$ cat config.mk
export PLATFORM = sky130hd
export DESIGN_NAME = i2s_audio_receiver
export DESIGN_NICKNAME = d
export VERILOG_FILES = /design/src/rtl/i2s_audio_receiver.sv
export SDC_FILE = /design/constraint.sdc
export NUM_CORES = 1
export LEC_CHECK = 0
export ABC_AREA = 1
export CORE_MARGIN = 2
export CORE_UTILIZATION = 40
export CTS_CLUSTER_SIZE = 40
export DETAILED_ROUTE_END_ITERATION = 7
export SETUP_SLACK_MARGIN = 0.5
export SYNTH_ARGS = -nofsm -noshare
export SYNTH_HDL_FRONTEND = slang
export SYNTH_SLANG_ARGS = --single-unit
$ cat constraint.sdc
create_clock -name clk -period 3.53 [get_ports clk]
set_input_delay 0.353 -clock clk [delete_from_list [all_inputs] [get_ports clk]]
set_output_delay 0.353 -clock clk [all_outputs]
set_load 0.02 [all_outputs]
$ cat src/rtl/i2s_audio_receiver.sv
// I2S receiver: oversamples an external I2S bus in the clk domain and
// turns each left/right slot into one MSB-aligned word. Words go out on a
// valid/ready stream through a 2-entry FIFO. Slots longer than the word are
// truncated and shorter slots are zero-padded in the LSBs. Nothing is
// emitted until the first slot boundary has been seen after reset.
module i2s_audio_receiver #(
    parameter int audio_width = 16
) (
    input  logic                   clk,
    input  logic                   reset,
    input  logic                   i2s_bck,
    input  logic                   i2s_lrck,
    input  logic                   i2s_data,
    output logic                   o_valid,
    input  logic                   o_ready,
    output logic [audio_width-1:0] o_audio,
    output logic                   o_is_left,
    output logic                   o_overrun
);

    localparam int cnt_w = $clog2(audio_width + 1);
    localparam logic [cnt_w-1:0] cnt_max = cnt_w'(audio_width);

    // Synchronizer and edge-detect flops
    logic bck_s1, bck_s2, bck_hist;
    logic lrck_s1, lrck_s2;
    logic data_s1, data_s2;
    logic bck_rise;

    // Registered bit strobe with the lrck/data values that belong to it
    logic bit_strobe;
    logic bit_lrck;
    logic bit_data;

    // Slot assembly state
    logic [audio_width-1:0] sh;
    logic [audio_width-1:0] sh_with_bit;
    logic [cnt_w-1:0]       cnt;
    logic [cnt_w-1:0]       cnt_inc;
    logic                   prev_lrck;
    logic                   locked;

    // Completed word waiting to enter the FIFO
    logic                   push_req;
    logic [audio_width-1:0] push_word;
    logic                   push_left;

    // Output FIFO
    logic [audio_width-1:0] fifo_audio [2];
    logic                   fifo_left  [2];
    logic                   wr_ptr;
    logic                   rd_ptr;
    logic [1:0]             count;
    logic                   full;
    logic                   pop;
    logic                   push_ok;

    // Bring the three asynchronous I2S lines into clk with 2-flop synchronizers
    always_ff @(posedge clk) begin
        if (reset) begin
            bck_s1   <= 1'b0;
            bck_s2   <= 1'b0;
            bck_hist <= 1'b0;
            lrck_s1  <= 1'b0;
            lrck_s2  <= 1'b0;
            data_s1  <= 1'b0;
            data_s2  <= 1'b0;
        end else begin
            bck_s1   <= i2s_bck;
            bck_s2   <= bck_s1;
            bck_hist <= bck_s2;
            lrck_s1  <= i2s_lrck;
            lrck_s2  <= lrck_s1;
            data_s1  <= i2s_data;
            data_s2  <= data_s1;
        end
    end

    assign bck_rise = bck_s2 & ~bck_hist;

    // Capture lrck/data on each bit-clock rising edge so the decoder sees a clean strobe
    always_ff @(posedge clk) begin
        if (reset) begin
            bit_strobe <= 1'b0;
            bit_lrck   <= 1'b0;
            bit_data   <= 1'b0;
        end else begin
            bit_strobe <= bck_rise;
            bit_lrck   <= lrck_s2;
            bit_data   <= data_s2;
        end
    end

    // Insert the current bit at the next MSB-first position unless the word is already full
    always_comb begin
        sh_with_bit = sh;
        cnt_inc     = cnt;
        if (cnt < cnt_max) begin
            cnt_inc = cnt + 1'b1;
            for (int i = 0; i < audio_width; i++) begin
                if (cnt == cnt_w'(audio_width - 1 - i)) begin
                    sh_with_bit[i] = bit_data;
                end
            end
        end
    end

    // Assemble slots; an lrck change marks the last bit of the previous slot
    always_ff @(posedge clk) begin
        if (reset) begin
            sh        <= '0;
            cnt       <= '0;
            prev_lrck <= 1'b0;
            locked    <= 1'b0;
            push_req  <= 1'b0;
            push_word <= '0;
            push_left <= 1'b0;
        end else begin
            push_req <= 1'b0;
            if (bit_strobe) begin
                if (bit_lrck == prev_lrck) begin
                    sh  <= sh_with_bit;
                    cnt <= cnt_inc;
                end else begin
                    push_req  <= locked;
                    push_word <= sh_with_bit;
                    push_left <= ~prev_lrck;
                    sh        <= '0;
                    cnt       <= '0;
                    prev_lrck <= bit_lrck;
                    locked    <= 1'b1;
                end
            end
        end
    end

    assign full    = (count == 2'd2);
    assign pop     = o_valid & o_ready;
    assign push_ok = push_req & (~full | pop);

    // Two-entry FIFO; a push into a full FIFO is accepted only when a pop frees the head
    always_ff @(posedge clk) begin
        if (reset) begin
            for (int i = 0; i < 2; i++) begin
                fifo_audio[i] <= '0;
                fifo_left[i]  <= 1'b0;
            end
            wr_ptr <= 1'b0;
            rd_ptr <= 1'b0;
            count  <= 2'd0;
        end else begin
            if (push_ok) begin
                fifo_audio[wr_ptr] <= push_word;
                fifo_left[wr_ptr]  <= push_left;
                wr_ptr             <= ~wr_ptr;
            end
            if (pop) begin
                rd_ptr <= ~rd_ptr;
            end
            case ({push_ok, pop})
                2'b10:   count <= count + 2'd1;
                2'b01:   count <= count - 2'd1;
                default: count <= count;
            endcase
        end
    end

    assign o_valid   = (count != 2'd0);
    assign o_audio   = fifo_audio[rd_ptr];
    assign o_is_left = fifo_left[rd_ptr];
    assign o_overrun = push_req & full & ~pop;

endmodule

# Word-level counts from Yosys, hierarchy flattened
# Memories as Yosys holds them, arrays and structs flattened. A register that Yosys moved wholly into a read port is not among the register bits.
# Index checks and enable logic that the tools add are counted.
dict set report word_totals {
  reg_bits 55
  ram_bits 34
  in_bits 6
  out_inout_bits 19
  memories 2
}
dict set report op_classes {
  add_sub_neg 3
  n_lt_le_gt_ge 1
  n_eq_ne 20
  n_mux 36
  bitwise 14
  n_reduce_logical 8
}
# memory depth width read_ports rd_ports_with_merged_regs wr line
set mem_list {}
lappend mem_list {fifo_audio 2 16 1 1 2 49} ;# logic [audio_width-1:0] fifo_audio [2];
lappend mem_list {fifo_left 2 1 1 1 2 50} ;# logic fifo_left [2];
# op n
set ops {}
lappend ops {{$mux 16} 3}
lappend ops {{$eq 5x4->1 const B} 8}
lappend ops {{$mux 1} 30}
lappend ops {{$eq 5x3->1 const B} 4}
lappend ops {{$reduce_or 16->1} 1}
lappend ops {{$eq 5x2->1 const B} 2}
lappend ops {{$mux 5} 2}
lappend ops {{$not 1->1} 8}
lappend ops {{$add 5x1->5 const B} 1}
lappend ops {{$and 1x1->1} 5}
lappend ops {{$eq 5x1->1 const B} 1}
lappend ops {{$logic_not 5->1} 1}
lappend ops {{$lt 5x5->1 const B} 1}
lappend ops {{$eq 2x2->1 const B} 2}
lappend ops {{$pmux 2 s2} 1}
lappend ops {{$reduce_and 2->1} 2}
lappend ops {{$reduce_bool 2->1} 2}
lappend ops {{$reduce_or 3->1} 1}
lappend ops {{$add 2x1->2 const B} 1}
lappend ops {{$eq 2x1->1 const B} 1}
lappend ops {{$ne 2x2->1 const B} 1}
lappend ops {{$sub 2x1->2 const B} 1}
lappend ops {{$eq 1x1->1} 1}
lappend ops {{$or 1x1->1} 1}
lappend ops {{$reduce_or 1->1} 1}

# Longest topological paths before layout
# Gate-level depths: netlist of run 1.
dict set report depth {
  depth_word 9
  depth_mapped 11
  ltp_nobuf 11
}

# Worst setup path after synthesis of run 1
# Ideal clock, no wire load.
dict set report synth_timing {
  path_kind {input to register}
  start {in reset}
  end {mem fifo_audio[1][0], enable pin}
  setup_ps 373
  arrival_ps 1353
  setup_slack_ps 1803
  cell_stages 5
  path_cell_list {inv_1 buf_6 nand4_2 buf_2 nand2_1}
}
# item line
set synth_lines {}
lappend synth_lines {{start, declared} 10} ;# input logic reset,
lappend synth_lines {{end, declared} 49}

==> results of run 1 <==
[layer usage]
metal | track usage | vias up | wire length, µm
met5 | 0 | - | 0
met4 | 0.04308 | 0 | 74
met3 | 0.04925 | 6 | 306
met2 | 0.2373 | 54 | 3209
met1 | 0.1901 | 1248 | 3360
li1 | - | 1446 | -
[worst reg2reg max path: stages, from the launching register on]
cell,delay (ps)
dfxtp_1,360
inv_1,100
nand3_2,100
nand2_1,90
nor2_1,130
nand2_2,230
nand2_1,640
[where the power goes]
| group | total, W | internal (W) | switching (W) |
|---|---|---|---|
| Combinational | 0.0000764 | 0.0000285 | 0.0000478 |
| Clock | 0.000715 | 0.000334 | 0.000381 |
| Sequential | 0.00110 | 0.00109 | 0.00000678 |
| Total | 0.00189 | 0.00145 | 0.000435 |
[Yosys cell counts (2+ instances only)]
cell type   n  area [µm²]
nand2_1    83       311.6
inv_1      64       240.2
nor2_1     64       240.2
dfxtp_1    56        1121
edfxtp_1   34        1021
nand3_1    33       165.2
a21oi_1    24       120.1
mux2_2     17       191.4
o22ai_1    17       106.4
clkbuf_1    6       22.52
ha_1        6       75.07
o21ai_0     6       30.03
buf_6       5       56.30
nand4_1     4       25.02
buf_2       3       15.01
nand2_2     3       18.77
nor2_4      3       33.78
nand3_2     2       20.02
[per-stage QoR]
| stage | utilization | power (W) |
|---|---|---|
| after floorplan | - | 0.001171 |
| after global placement | 0.4480 | 0.001200 |
| after detailed placement | 0.4480 | 0.001201 |
| after CTS | 0.4694 | 0.001913 |
| after global routing | 0.4694 | 0.001971 |
| final | 0.4694 | 0.001890 |
[worst min path at each step]
stage,endpoint,slack (ps),cells after the start
6_report,bit_strobe,400,1
5_1_grt,lrck_s2,420,2
4_1_cts,lrck_s2,400,2
3_5_place_dp,lrck_s2,390,2
3_3_place_gp,bit_strobe,380,1
2_1_floorplan,bit_strobe,370,1
[kinds of logic (layout without fill, tap and decap cells)]
family	count (synthesis)	after routing
compound gates	47	47
xor+xnor	1	1
fa+ha+maj	6	6
buf+inv	80	106
flops	90	90
mux	17	17
simple gates	194	194
[cell usage in the layout, fill, tap and decap left out, drive strengths merged]
cell,synthesis,final
a21oi,24,24
buf,9,1
bufinv,0,1
clkbuf,6,9
clkdlybuf4s50,0,24
clkinv,0,3
dfxtp,56,56
edfxtp,34,34
ha,6,6
inv,65,68
mux2,17,17
nand2,86,86
nand3,35,35
nand4,5,5
nor2,67,67
nor3,1,1
o21ai,6,6
o22ai,17,17
xor2,1,1
[registers in the layout (all words and copies together) (netlist names), named ones only]
signal	flops
push_left	1
data_s1	1
data_s2	1
bit_lrck	1
push_req	1
lrck_s1	1
bit_data	1
cnt	5
sh	16
bit_strobe	1
fifo_audio	32
fifo_left	2
bck_s2	1
push_word	16
wr_ptr	1
rd_ptr	1
count	2
prev_lrck	1
locked	1
bck_s1	1
bck_hist	1
lrck_s2	1
[cell type report]
cell class | count | area [µm²] | share of cell area
clock inverter | 7 | 75.07 | 0.01723
sequential | 90 | 2142 | 0.4915
multi-input combinational | 265 | 1364 | 0.3129
timing repair buffer | 25 | 247.7 | 0.05685
inverter | 65 | 244.0 | 0.05599
clock buffer | 9 | 123.9 | 0.02842
tap | 129 | 161.4 | 0.03704
==> reports/metrics.yaml, run 1 <==
status:
  status: "completed"
synthesis:
  synth-simple-area-share: 0.2160
  synthArstFlopShare: 0
  yosysWarnings: 0
  syn_nets: 447
  synth.distinct_cells: 23
  synthMuxAreaShare: 0.04971
  synth-adder-area-share: 0.01949
  ys_seq_elements: 90
  synth_area_per_cell_um2: 8.853
  synth_area_um2: 3851
  synth_compound_area_frac: 0.06660
  synth_xor_area_frac: 0.002274
  syn_inst: 435
  yosysSeqAreaShare: 0.5562
  synthFlopType: "dfxtp_1"
  synth_top_family_by_area: "simple AND/OR/NAND/NOR gates"
  synth-edff-count: 34
place:
  dp_hpwl_mm: 4.711
  place_inst: 574
  port_buffers: 24
  dpl_cell_area_um2: 4159
  gp_congestion: 0.7662
  dp_slack_ps: 893.8
floorplanning:
  die_y_um: 102.1
  dieArea_um2: 10430
  core_area_um2: 9284
  fp.dieW_um: 102.1
  initial_utilization: 0.4148
  io-pin-count: 25
  rows: 35
global_route:
  grt_first_pass_wirelength_mm: 11.85
  grt_max_degree: 31
  antenna_found_initial: 0
  grt_pass1_vias: 2524
  grt_usage: 0.1474
  grt-ovfl-total: 0
critical_path:
  r2r-end: "fifo_audio[0][2]"
  timing.critical_path.depth: 2
  r2r_cells: 6
  cp_num_buf_inv: 1
  crit_chain: "mux2_2 > clkdlybuf4s50_1"
  critPathTopFamily: "flip-flops"
  cp.required_ps: 3180
  crit_fanout: 17
  max_stage_delay_ps: 790
  crit_end: "o_audio[14]"
  arrival_ps: 2110
  crit_path_start_kind: "register"
  r2r_slack_ps: 1510
  critPathKind: "reg2out"
  slowest_stage: "dfxtp_1"
  r2r-start: "count[0]"
  end_kind: "output port"
cts:
  post_cts.repair.setup_buffers: 0
  hold_buffers: 0
  clk_latency_ps: 360
  cts_buffer_depth: 2
  cts_root_buffer: "clkbuf_8"
  clock-sinks: 90
  cts_tree: "done"
  cts-htree-levels: 3
  cts_buffers: 9
  clk_pin_slew_ps: 90
  cts-resized-gates: 0
layout:
  final-instance-count-excl-fill: 590
  fillers: 902
  nNetsFinal: 468
  area_growth_pct: 13.16
  drive_gt1_frac: 0.09111
  fin_area_um2: 4358
  n_antenna_cell: 0
timing:
  post-route-period-util: 0.6990
  fin_worst_skew_ps: 8.673
  slew_viol_final: 0
  fin_crit_ps: 2467
  max_freq_mhz: 405.3
  worst_slew_pin_slew_ps: 737.9
  whs_ps: 398.9
  maxSlewHeadroom: 0.5069
  setup_slack_ps: 1063
  setup_viol: 0
  tns_ps: 0
  rsz0062_at_grt: "no"
  hold_viol: 0
routing:
  drtIter0Drc: 116
  drt_pass1_iterations: 5
  wl_mm: 6.950
  wire_per_inst_um: 11.78
  vias_per_cell: 4.668
  drc_errors: 0
  ant_nets: 0
  num_vias: 2754
pwr:
  peakVddDrop_mv: 0.1691
  leakage_nw: 1.555
  power_per_cell_area_nw_per_um2: 433.7
worst_hold_path:
  holdCritPathClass: "reg2reg"
  min_from: "bck_hist"
run:
  cap_violations: 0
Power figures use the tool's default switching activity.
==> run 2: changes to the inputs <==
- clock period: 3.53 -> 2.6 ns (I/O delays scaled with it)
==> run 2 against run 1 <==
Core utilization grew 1.1 points. Sequential share of layout area fell by 1.1 points. Sequential power is 35% higher. Combinational power is 35% higher. Die area did not move. Final cell count grew 0.68%. Global-route usage shrank 0.45 points. Clock skew up 4.7 ps. Clock power rose by 48%. Power up 40%.
==> reports/metrics.yaml, run 2 (synthesized netlist as in run 1, its figures left out) <==
timing:
  slew_viol_final: 0
  hold_viol: 0
  fin_crit_ps: 1901
  worst_slew_pin_slew_ps: 741.3
  post-route-period-util: 0.7310
  tns_ps: 0
  fin_worst_skew_ps: 13.33
  setup_slack_ps: 699.3
  rsz0062_at_grt: "no"
  maxSlewHeadroom: 0.5046
  max_freq_mhz: 526.1
  setup_viol: 0
layout:
  fillers: 899
  regMostFlops: "fifo_audio"
  final_common_cell: "nand2_1"
  top_regs: "fifo_audio (32), push_word (16), sh (16)"
  n_antenna_cell: 0
  largest_reg_flops: 32
  nNetsFinal: 472
  drive_gt1_frac: 0.1032
  area_growth_pct: 15.76
  final_cell_mix: "83 x nand2_1, 64 x inv_1, 64 x nor2_1, 56 x dfxtp_1, 34 x edfxtp_1"
  fin_util: 0.4802
pwr:
  power_per_cell_area_nw_per_um2: 594.6
  p_sw_w: 0.0005823
  leakage_nw: 1.793
  p_int_w: 0.002069
  clkPwrFrac: 0.399
  p_comb_frac: 0.039
  peakVddDrop_mv: 0.2954
  sw_frac_of_total: 0.2197
  p_seq_frac: 0.562
  power_w: 0.002651
critical_path:
  arrival_ps: 1640
  cp_num_buf_inv: 2
  crit_fanout: 5
  crit_path_start_kind: "register"
  end_kind: "output port"
  max_stage_delay_ps: 600
  critPathKind: "reg2out"
  slowest_stage: "clkdlybuf4s50_1"
  cp.required_ps: 2340
  critPathTopFamily: "buffers and inverters"
  crit_chain: "inv_1 > nand3_2 > nor2_1 > clkdlybuf4s50_1"
cts:
  clock-sinks: 90
  cts-htree-levels: 3
  clk_pin_slew_ps: 100
  hold_buffers: 0
  post_cts.repair.setup_buffers: 0
  cts-resized-gates: 1
  cts_root_buffer: "clkbuf_8"
  clk_latency_ps: 360
  cts_buffer_depth: 2
  cts_buffers: 9
  cts_tree: "done"
floorplanning:
  dieArea_um2: 10430
  die_y_um: 102.1
  initial_utilization: 0.4148
  rows: 35
  fp.dieW_um: 102.1
  core_area_um2: 9284
  io-pin-count: 25
run:
  cap_violations: 0
place:
  gp_congestion: 0.8427
  port_buffers: 24
  dp_hpwl_mm: 4.615
  dp_slack_ps: 454.8
global_route:
  grt-ovfl-total: 0
  grt_usage: 0.1430
  antenna_found_initial: 0
  grt_max_degree: 31
  grt_first_pass_wirelength_mm: 11.55
  grt_pass1_vias: 2484
routing:
  drt_pass1_iterations: 5
  vias_per_cell: 4.593
  drc_errors: 0
  wl_mm: 6.949
  ant_nets: 0
  drtIter0Drc: 129
  wire_per_inst_um: 11.70
  num_vias: 2728
status:
  status: "completed"
worst_hold_path:
  holdCritPathClass: "reg2reg"
-- run 2: power groups by stage --
| stage | registers, W | clock network, W | logic [W] |
|---|---|---|---|
| 2_1_floorplan | 0.00152 | 0 | 0.0000697 |
| 3_3_place_gp | 0.00152 | 0 | 0.000106 |
| 3_5_place_dp | 0.00152 | 0 | 0.000107 |
| 4_1_cts | 0.00149 | 0.00109 | 0.000108 |
| 5_1_grt | 0.00149 | 0.00115 | 0.000115 |
| 6_report | 0.00149 | 0.00106 | 0.000103 |
-- run 2: area by class of cell --
class | instances | area [µm²] | share of cell area
sequential | 90 | 2142 | 0.4805
multi-input combinational | 265 | 1364 | 0.3059
timing repair buffer | 29 | 324.1 | 0.07269
inverter | 65 | 244.0 | 0.05473
tap | 129 | 161.4 | 0.03621
clock buffer | 9 | 123.9 | 0.02779
clock inverter | 7 | 98.84 | 0.02217
-- run 2: through the flow --
stage                     cell area (µm²)  instances  hold slack [ps]
after global placement               4189        578            378.4
after global routing                 4458        594            406.9
after floorplan                      3851        435            367.0
after CTS                            4415        594            385.8
after detailed placement             4189        578            382.7
final                                4458        594            390.1
-- run 2: layer usage --
layer | GRT usage | wire length (µm) | up-vias
li1 | - | - | 1456
met1 | 0.1823 | 3286 | 1219
met2 | 0.2303 | 3371 | 45
met3 | 0.03967 | 202 | 8
met4 | 0.05846 | 88 | 0
met5 | 0 | 0 | -
-- run 2: worst reg2reg max path: stages, from the launching register on --
cell	delay, ps
dfxtp_1	360
inv_1	110
nand3_2	100
nand4_2	100
nand2_1	580
-- run 2: worst paths after layout --
path | startpoint | to | slack, ps | cells after the start
max | count[0] | o_overrun | 700 | 4
min | data_s2 | bit_data | 390 | 2
max reg2reg | count[0] | fifo_audio[1][3] | 980 | 4
min reg2reg | data_s2 | bit_data | 390 | 2
